**config.mk**
```make
export PLATFORM = sky130hd
export DESIGN_NAME = inst_fetch_unit
export DESIGN_NICKNAME = d
export VERILOG_FILES = /design/src/rtl/cpu_fetch_pkg.sv /design/src/rtl/fetch_timeout_ctr.sv /design/src/rtl/inst_fetch_unit.sv
export SDC_FILE = /design/constraint.sdc
export NUM_CORES = 1
export LEC_CHECK = 0
export CAP_MARGIN = 20
export CORE_ASPECT_RATIO = 0.5
export CORE_UTILIZATION = 40
export DETAILED_ROUTE_END_ITERATION = 7
export PLACE_DENSITY_LB_ADDON = 0.12
export SETUP_SLACK_MARGIN = 0.15
export SLEW_MARGIN = 25
export SYNTH_ARGS = -nofsm -noshare
export SYNTH_HDL_FRONTEND = slang
export SYNTH_SLANG_ARGS = --single-unit
```
**constraint.sdc**
```tcl
create_clock -name clk -period 2.08 [get_ports clk]
set_clock_uncertainty 0.2 [all_clocks]
set_input_delay 0.416 -clock clk [delete_from_list [all_inputs] [get_ports clk]]
set_output_delay 0.416 -clock clk [all_outputs]
set_load 0.05 [all_outputs]
```
**src/rtl/cpu_fetch_pkg.sv**
```systemverilog
// Shared types and constants for the instruction fetch path.
// Imported by the fetch sequencer and its timeout counter.
package cpu_fetch_pkg;

  typedef enum logic [1:0] {
    IDLE,
    REQ,
    DONE,
    ERR
  } fetch_state_t;

  localparam int INST_W = 32;

  localparam logic [INST_W-1:0] NOP_INST = 32'h00000000;

  localparam int TIMEOUT_DEF = 16;

endpackage

```
**src/rtl/fetch_timeout_ctr.sv**
```systemverilog
// Counts REQ cycles spent waiting for imem_ack.
// tc flags the last allowed wait cycle.
module fetch_timeout_ctr
  import cpu_fetch_pkg::*;
#(
  parameter int TIMEOUT = TIMEOUT_DEF
) (
  input  logic clk,
  input  logic rst,
  input  logic clr,
  input  logic en,
  output logic tc
);

  localparam int CW = (TIMEOUT > 2) ? $clog2(TIMEOUT) : 1;
  localparam logic [CW-1:0] LAST = CW'(TIMEOUT - 1);

  logic [CW-1:0] cnt;

  // Wait counter: cleared on REQ entry, saturates at the terminal count.
  always_ff @(posedge clk) begin
    if (rst || clr) begin
      cnt <= '0;
    end else if (en && (cnt != LAST)) begin
      cnt <= cnt + CW'(1);
    end
  end

  assign tc = (cnt == LAST);

endmodule

```
**src/rtl/inst_fetch_unit.sv**
```systemverilog
// Multi-cycle fetch sequencer: imem req/ack handshake to IR write.
// All outputs are registered; error flag is sticky until a good start.
module inst_fetch_unit
  import cpu_fetch_pkg::*;
#(
  parameter int ADDR_W  = 32,
  parameter int DATA_W  = INST_W,
  parameter int TIMEOUT = TIMEOUT_DEF
) (
  input  logic              clk,
  input  logic              rst,
  input  logic              fetch_start,
  input  logic [ADDR_W-1:0] pc_in,
  output logic              imem_req,
  output logic [ADDR_W-1:0] imem_addr,
  input  logic [DATA_W-1:0] imem_rdata,
  input  logic              imem_ack,
  output logic              ir_wr,
  output logic [DATA_W-1:0] inst_out,
  output logic              fetch_done,
  output logic              busy,
  output logic              fetch_err
);

  fetch_state_t state, state_d;

  logic              req_d;
  logic [ADDR_W-1:0] addr_d;
  logic              ir_wr_d;
  logic [DATA_W-1:0] inst_d;
  logic              done_d;
  logic              busy_d;
  logic              err_d;
  logic              ctr_clr;
  logic              ctr_en;
  logic              ctr_tc;

  fetch_timeout_ctr #(
    .TIMEOUT(TIMEOUT)
  ) u_ctr (
    .clk(clk),
    .rst(rst),
    .clr(ctr_clr),
    .en (ctr_en),
    .tc (ctr_tc)
  );

  // Next state and next register values; strobes default low.
  always_comb begin
    state_d = state;
    req_d   = imem_req;
    addr_d  = imem_addr;
    ir_wr_d = 1'b0;
    inst_d  = inst_out;
    done_d  = 1'b0;
    busy_d  = busy;
    err_d   = fetch_err;
    ctr_clr = 1'b0;
    ctr_en  = 1'b0;
    unique case (state)
      IDLE, ERR: begin
        if (fetch_start) begin
          if (pc_in[1:0] != 2'b00) begin
            state_d = ERR;
            err_d   = 1'b1;
          end else begin
            state_d = REQ;
            addr_d  = pc_in;
            req_d   = 1'b1;
            busy_d  = 1'b1;
            err_d   = 1'b0;
            ctr_clr = 1'b1;
          end
        end
      end
      REQ: begin
        if (imem_ack) begin
          state_d = DONE;
          inst_d  = imem_rdata;
          ir_wr_d = 1'b1;
          done_d  = 1'b1;
          req_d   = 1'b0;
        end else if (ctr_tc) begin
          state_d = ERR;
          req_d   = 1'b0;
          busy_d  = 1'b0;
          err_d   = 1'b1;
        end else begin
          ctr_en = 1'b1;
        end
      end
      DONE: begin
        state_d = IDLE;
        busy_d  = 1'b0;
      end
      default: begin
        state_d = IDLE;
      end
    endcase
  end

  // State and output registers; reset overrides everything.
  always_ff @(posedge clk) begin
    if (rst) begin
      state      <= IDLE;
      imem_req   <= 1'b0;
      imem_addr  <= '0;
      ir_wr      <= 1'b0;
      inst_out   <= DATA_W'(NOP_INST);
      fetch_done <= 1'b0;
      busy       <= 1'b0;
      fetch_err  <= 1'b0;
    end else begin
      state      <= state_d;
      imem_req   <= req_d;
      imem_addr  <= addr_d;
      ir_wr      <= ir_wr_d;
      inst_out   <= inst_d;
      fetch_done <= done_d;
      busy       <= busy_d;
      fetch_err  <= err_d;
    end
  end

endmodule

```
== Word level (Yosys, flattened, before mapping) ==
Cells that the tools add are included.
Widths: inputs -> output; s select.
Storage, ports and cells
  output and inout bits: 69
  bits of input ports: 68
  flip-flop bits (word level): 74
Operators by class
  bitwise gates (word level): 2
  mux-type cells: 24
  eq/ne operators: 10
  add/sub/neg operators: 1
  reductions and logical operators: 13
Operators by type and width (number)
  $mux 1: 16
  $reduce_and 4->1: 3
  $mux 2: 4
  $ne 2x2->1 const B: 4
  $pmux 2 s3: 1
  $add 4x1->4 const B: 1
  $eq 2x2->1 const B: 2
  $eq 4x4->1 const B: 1
  $ne 4x4->1 const B: 1
  $pmux 1 s2: 2
  $reduce_and 2->1: 2
  $reduce_bool 2->1: 2
  $reduce_or 2->1: 2
  $ne 3x3->1 const B: 1
  $pmux 1 s3: 1
  $reduce_and 3->1: 1
  $eq 2x1->1 const B: 1
  $logic_not 2->1: 1
  $not 1->1: 2
  $logic_and 1x1->1: 1
  $logic_or 1x1->1: 1

== Depth between registers and ports, before layout ==
  depth after elaboration: 5
  depth in mapped cells: 8

== By module ==
A second synthesis with hierarchy kept.
Second synthesis, totals
  cell total of the unflattened synthesis: 341
  area total of the unflattened synthesis: 2803.9 sq um
Modules (own cells, without submodules)
  inst_fetch_unit: sequential area each 1401.3 sq um, area each 2592.5 sq um, times used 1, cells an instance 319
  fetch_timeout_ctr: sequential area each 80.1 sq um, area each 211.5 sq um, times used 1, cells an instance 22

== Worst setup path after synthesis ==
No wires, ideal clock.
  kind: flip-flop to flip-flop
  start: register state[0]
  end: register imem_req
  data required time: 1.757 ns
  stages on the path, launching flop included: 7
  buffers on the path: 1
  arrival: 1.420 ns
  path slack: 0.337 ns
  period minus slack after synthesis: 1.743 ns
  library setup time: 0.123 ns
  cell sequence: dfxtp_1 -> inv_1 -> ha_1 -> buf_2 -> mux2i_1 -> a221oi_2 -> mux2_1
Between the ends
  word-level cells in the longest chain between the ends: 4
  elaborated cells between the ends (all ways): 10
  those cells by class: eq/ne: 5; mux: 1; reduce/logical: 4
RTL lines
  from (decl): line inst_fetch_unit.sv:25  | fetch_state_t state, state_d;
  from (signal assigned): line inst_fetch_unit.sv:114  | state <= state_d;
  $eq 2x2->1 or $logic_not 2->1 (tied branches): line inst_fetch_unit.sv:60  | unique case (state)
  $reduce_or 2->1: line inst_fetch_unit.sv:60
  $ne 2x2->1 (no line) or $reduce_bool 2->1 (tied branches)
  $reduce_and 4->1 (no line)
  to (signal assigned): line inst_fetch_unit.sv:115  | imem_req <= req_d;
  to (decl): line inst_fetch_unit.sv:14  | output logic imem_req,
Several ways; a longest one is shown, not always the timed one.
A chain may end at the register's enable or synchronous reset.

== Final worst setup path ==
  start: register inst_out[20]
  end: output inst_out[20]
RTL lines
  from (decl): line inst_fetch_unit.sv:19  | output logic [DATA_W-1:0] inst_out,
  from (signal assigned): line inst_fetch_unit.sv:109  | inst_out <= DATA_W'(NOP_INST);
  from (signal assigned): line inst_fetch_unit.sv:118  | inst_out <= inst_d;
No word-level cell between the ends.

==> results_dict.tcl <==
set metrics [dict create \
    period_share_pct 87.7 \
    die-area_um2 7270 \
    synth_nets 409 \
    status "completed" \
    setup_tns_ns 0 \
    synth_top_cell_by_area "dfxtp_1" \
    grt_pass1_vias 2468 \
    hp-class "reg -> reg" \
    wl_per_cell_um 12.5 \
    nets 541 \
    power.internal_uw 3000 \
    crit_fanout 2 \
    netlist_area_um2 2770 \
    drt_iter0_drc 144 \
    placed_cells 547 \
    wl_um 7050 \
    cts_buffers 9 \
    finalPower_uw 4640 \
    met1_length_um 3130 \
    crit_type "reg -> out" \
    setup_viol 0 \
    syn_inst 338 \
    grt_max_degree 31 \
    cts_tree "built" \
    yosys_warnings 0 \
    dp.final_hpwl_um 5040 \
    cp_data_arrival_time_ns 1.21 \
    fin_crit_ns 1.82 \
    post_cts_resized 16 \
    leakage_uw 0.00178 \
    highest_layer "met4" \
    syn_area_per_cell_um2 8.18 \
    drv_cap 0 \
    yosysUniqueCellTypes 36 \
    p_switching_uw 1640 \
    crit_chain "dlygate4sd2_1" \
    final_hold_viol_count 0 \
    synthTopCellsByArea "dfxtp_1, nand2_1, a21oi_1" \
    r2r-start "state[0]" \
    antenna_found_initial 0 \
    p_clk_share_pct 28.8 \
    postCtsSetupBuffers 0 \
    finalInstanceArea_um2 4300 \
    die_h_um 60.8 \
    ys_seq_elements 74 \
    slew_violations 0 \
    tightest_slew_ns 0.517 \
    irDropWorstVdd_v 0.000628 \
    wl_met3_um 611 \
    overflow 0 \
    clockRootBuffer "clkbuf_16" \
    hold-path-cell-count 2 \
    core_um2 6360 \
    p_sw_share_pct 35.4 \
    crit_buf_inv 1 \
    vias 2680 \
    avgViaCountPerCell 4.77 \
    p_per_area_nw_per_um2 1080 \
    io_pins 137 \
    reg2reg_to "imem_req" \
    syn_to_final_growth_pct 55.6 \
    cp_slowest_cell "dlygate4sd2_1" \
    pwr-share-seq_pct 36.2 \
    cts_sinks 74 \
    holdPathEnd "inst_out[22]" \
    clkLatencyLatePin_ns 0.33 \
    dpl_cell_area_um2 4060 \
    cts.clk_slew.worst_paths_ns 0.05 \
    post-route-drc-count 0 \
    setup_ws_ns 0.257 \
    pre_cts_ws_ns 0.00242 \
    fp-row-count 20 \
    place_congestion 0.785 \
    h-tree-depth 3 \
    max-slew-margin-rel_pct 65.7 \
    clk_path_buf_depth 2 \
    layout-drive-gt1-share_pct 17.1 \
    reg2reg_slack_ns 0.27 \
    dieWidth_um 120 \
    numPortBuffers 136 \
    track_usage_pct 20.0 \
    start_util_pct 43.5 \
    met2_length_um 3270 \
    ff2ff_path_depth 5 \
    drtAntennaViolNets 0 \
    maxClockFrequency_ghz 0.548 \
    grt_pass1_wl_um 11200 \
    rsz0062_at_grt "no" \
    worstSetupStartpointType "flop" \
    yosysSeqAreaShare_pct 53.6 \
    cp-end-kind "output port" \
    synth_top_area_share_pct 53.6 \
    critical_path.top_delay_family "buffers and inverters" \
    hp-start "inst_out[22]" \
    drt-pass1-iter-count 4 \
    cpPeakStageDelay_ns 0.54 \
    comb_power_share_pct 34.9 \
    holdBufCountCts 0 \
    stdcell_count 562 \
    cp.required_ns 1.46 \
]
power by group through the flow:
stage	logic (µW)	registers, µW	clock network [µW]
global route	1740	1700	1440
CTS	1620	1680	1390
detailed placement	1640	1710	0
global placement	1610	1700	0
finish	1620	1680	1340
floorplan	621	2200	0
Yosys cell counts, drive strengths merged:
library cell,n
buf,21
or2,1
clkbuf,3
mux2,1
nor3,2
and2,1
and3,3
o22ai,1
o31ai,1
nand4bb,1
nand4b,1
nand2,128
dfxtp,74
o211a,1
and4bb,1
o21ai,3
mux2i,1
inv,5
or3,2
nor2b,2
a221oi,2
nand2b,2
a22oi,1
o21ba,1
a21oi,67
nor2,2
nand3,3
a21o,1
a211oi,2
o41ai,1
ha,3
sequential cells by signal, indices dropped and copies added, names as in the netlist:
| name | flops |
|---|---|
| busy | 1 |
| fetch_err | 1 |
| inst_out | 32 |
| state | 2 |
| imem_addr | 32 |
| u_ctr.cnt | 4 |
| fetch_done | 1 |
| imem_req | 1 |
cells by family (layout without fill, tap and decap cells):
logic type | after synthesis | count (layout) | synth area share (%)
compound gates | 81 | 81 | 16.2
fa+ha+maj | 3 | 3 | 1.36
buf+inv | 29 | 164 | 5.48
flops | 74 | 74 | 53.6
mux | 2 | 2 | 0.769
other cells | 0 | 1 | 0
simple gates | 149 | 149 | 22.7
metrics by stage:
step           hold slack [ns]  util (%)
2_1_floorplan            0.265         -
3_3_place_gp             0.242      63.9
3_5_place_dp             0.246      63.9
4_1_cts                  0.250      67.5
5_1_grt                  0.269      67.7
6_report                 0.248      67.7
final cells by class:
cell class | count | area, µm²
clock buffers | 14 | 254
multi-input cells | 235 | 1140
well taps | 88 | 110
inverters | 5 | 18.8
repair buffers | 145 | 1300
fillers | 530 | 2050
diodes | 1 | 2.50
flip-flops and latches | 74 | 1480
how the worst max path moves through the flow:
stage | slack [ns] | to | from | cells past startpoint
3_3_place_gp | 0.02 | imem_req | pc_in[0] | 4
3_5_place_dp | 0.002 | imem_req | pc_in[0] | 4
6_report | 0.26 | inst_out[20] | inst_out[20] | 1
5_1_grt | 0.20 | fetch_err | state[0] | 5
2_1_floorplan | 0.34 | imem_req | state[0] | 6
4_1_cts | 0.21 | imem_addr[13] | state[0] | 6
cells in the final DEF, fill, tap and decap left out, types with 3 or more instances in the layout:
master           instances
clkbuf_16                9
o21ai_0                  3
nand2_1                127
clkdlybuf4s50_1         66
dfxtp_1                 74
nand3_1                  3
buf_4                   60
and3_1                   3
inv_1                    5
clkbuf_1                 4
a21oi_1                 67
dlygate4sd2_1           16
metal layers:
layer | up-vias | track usage (%)
met5 | - | 0
met4 | 0 | 9.29
met3 | 4 | 8.27
met2 | 86 | 33.7
met1 | 1220 | 22.9
li1 | 1370 | -
Note: power is estimated with default switching activity, not from simulation.
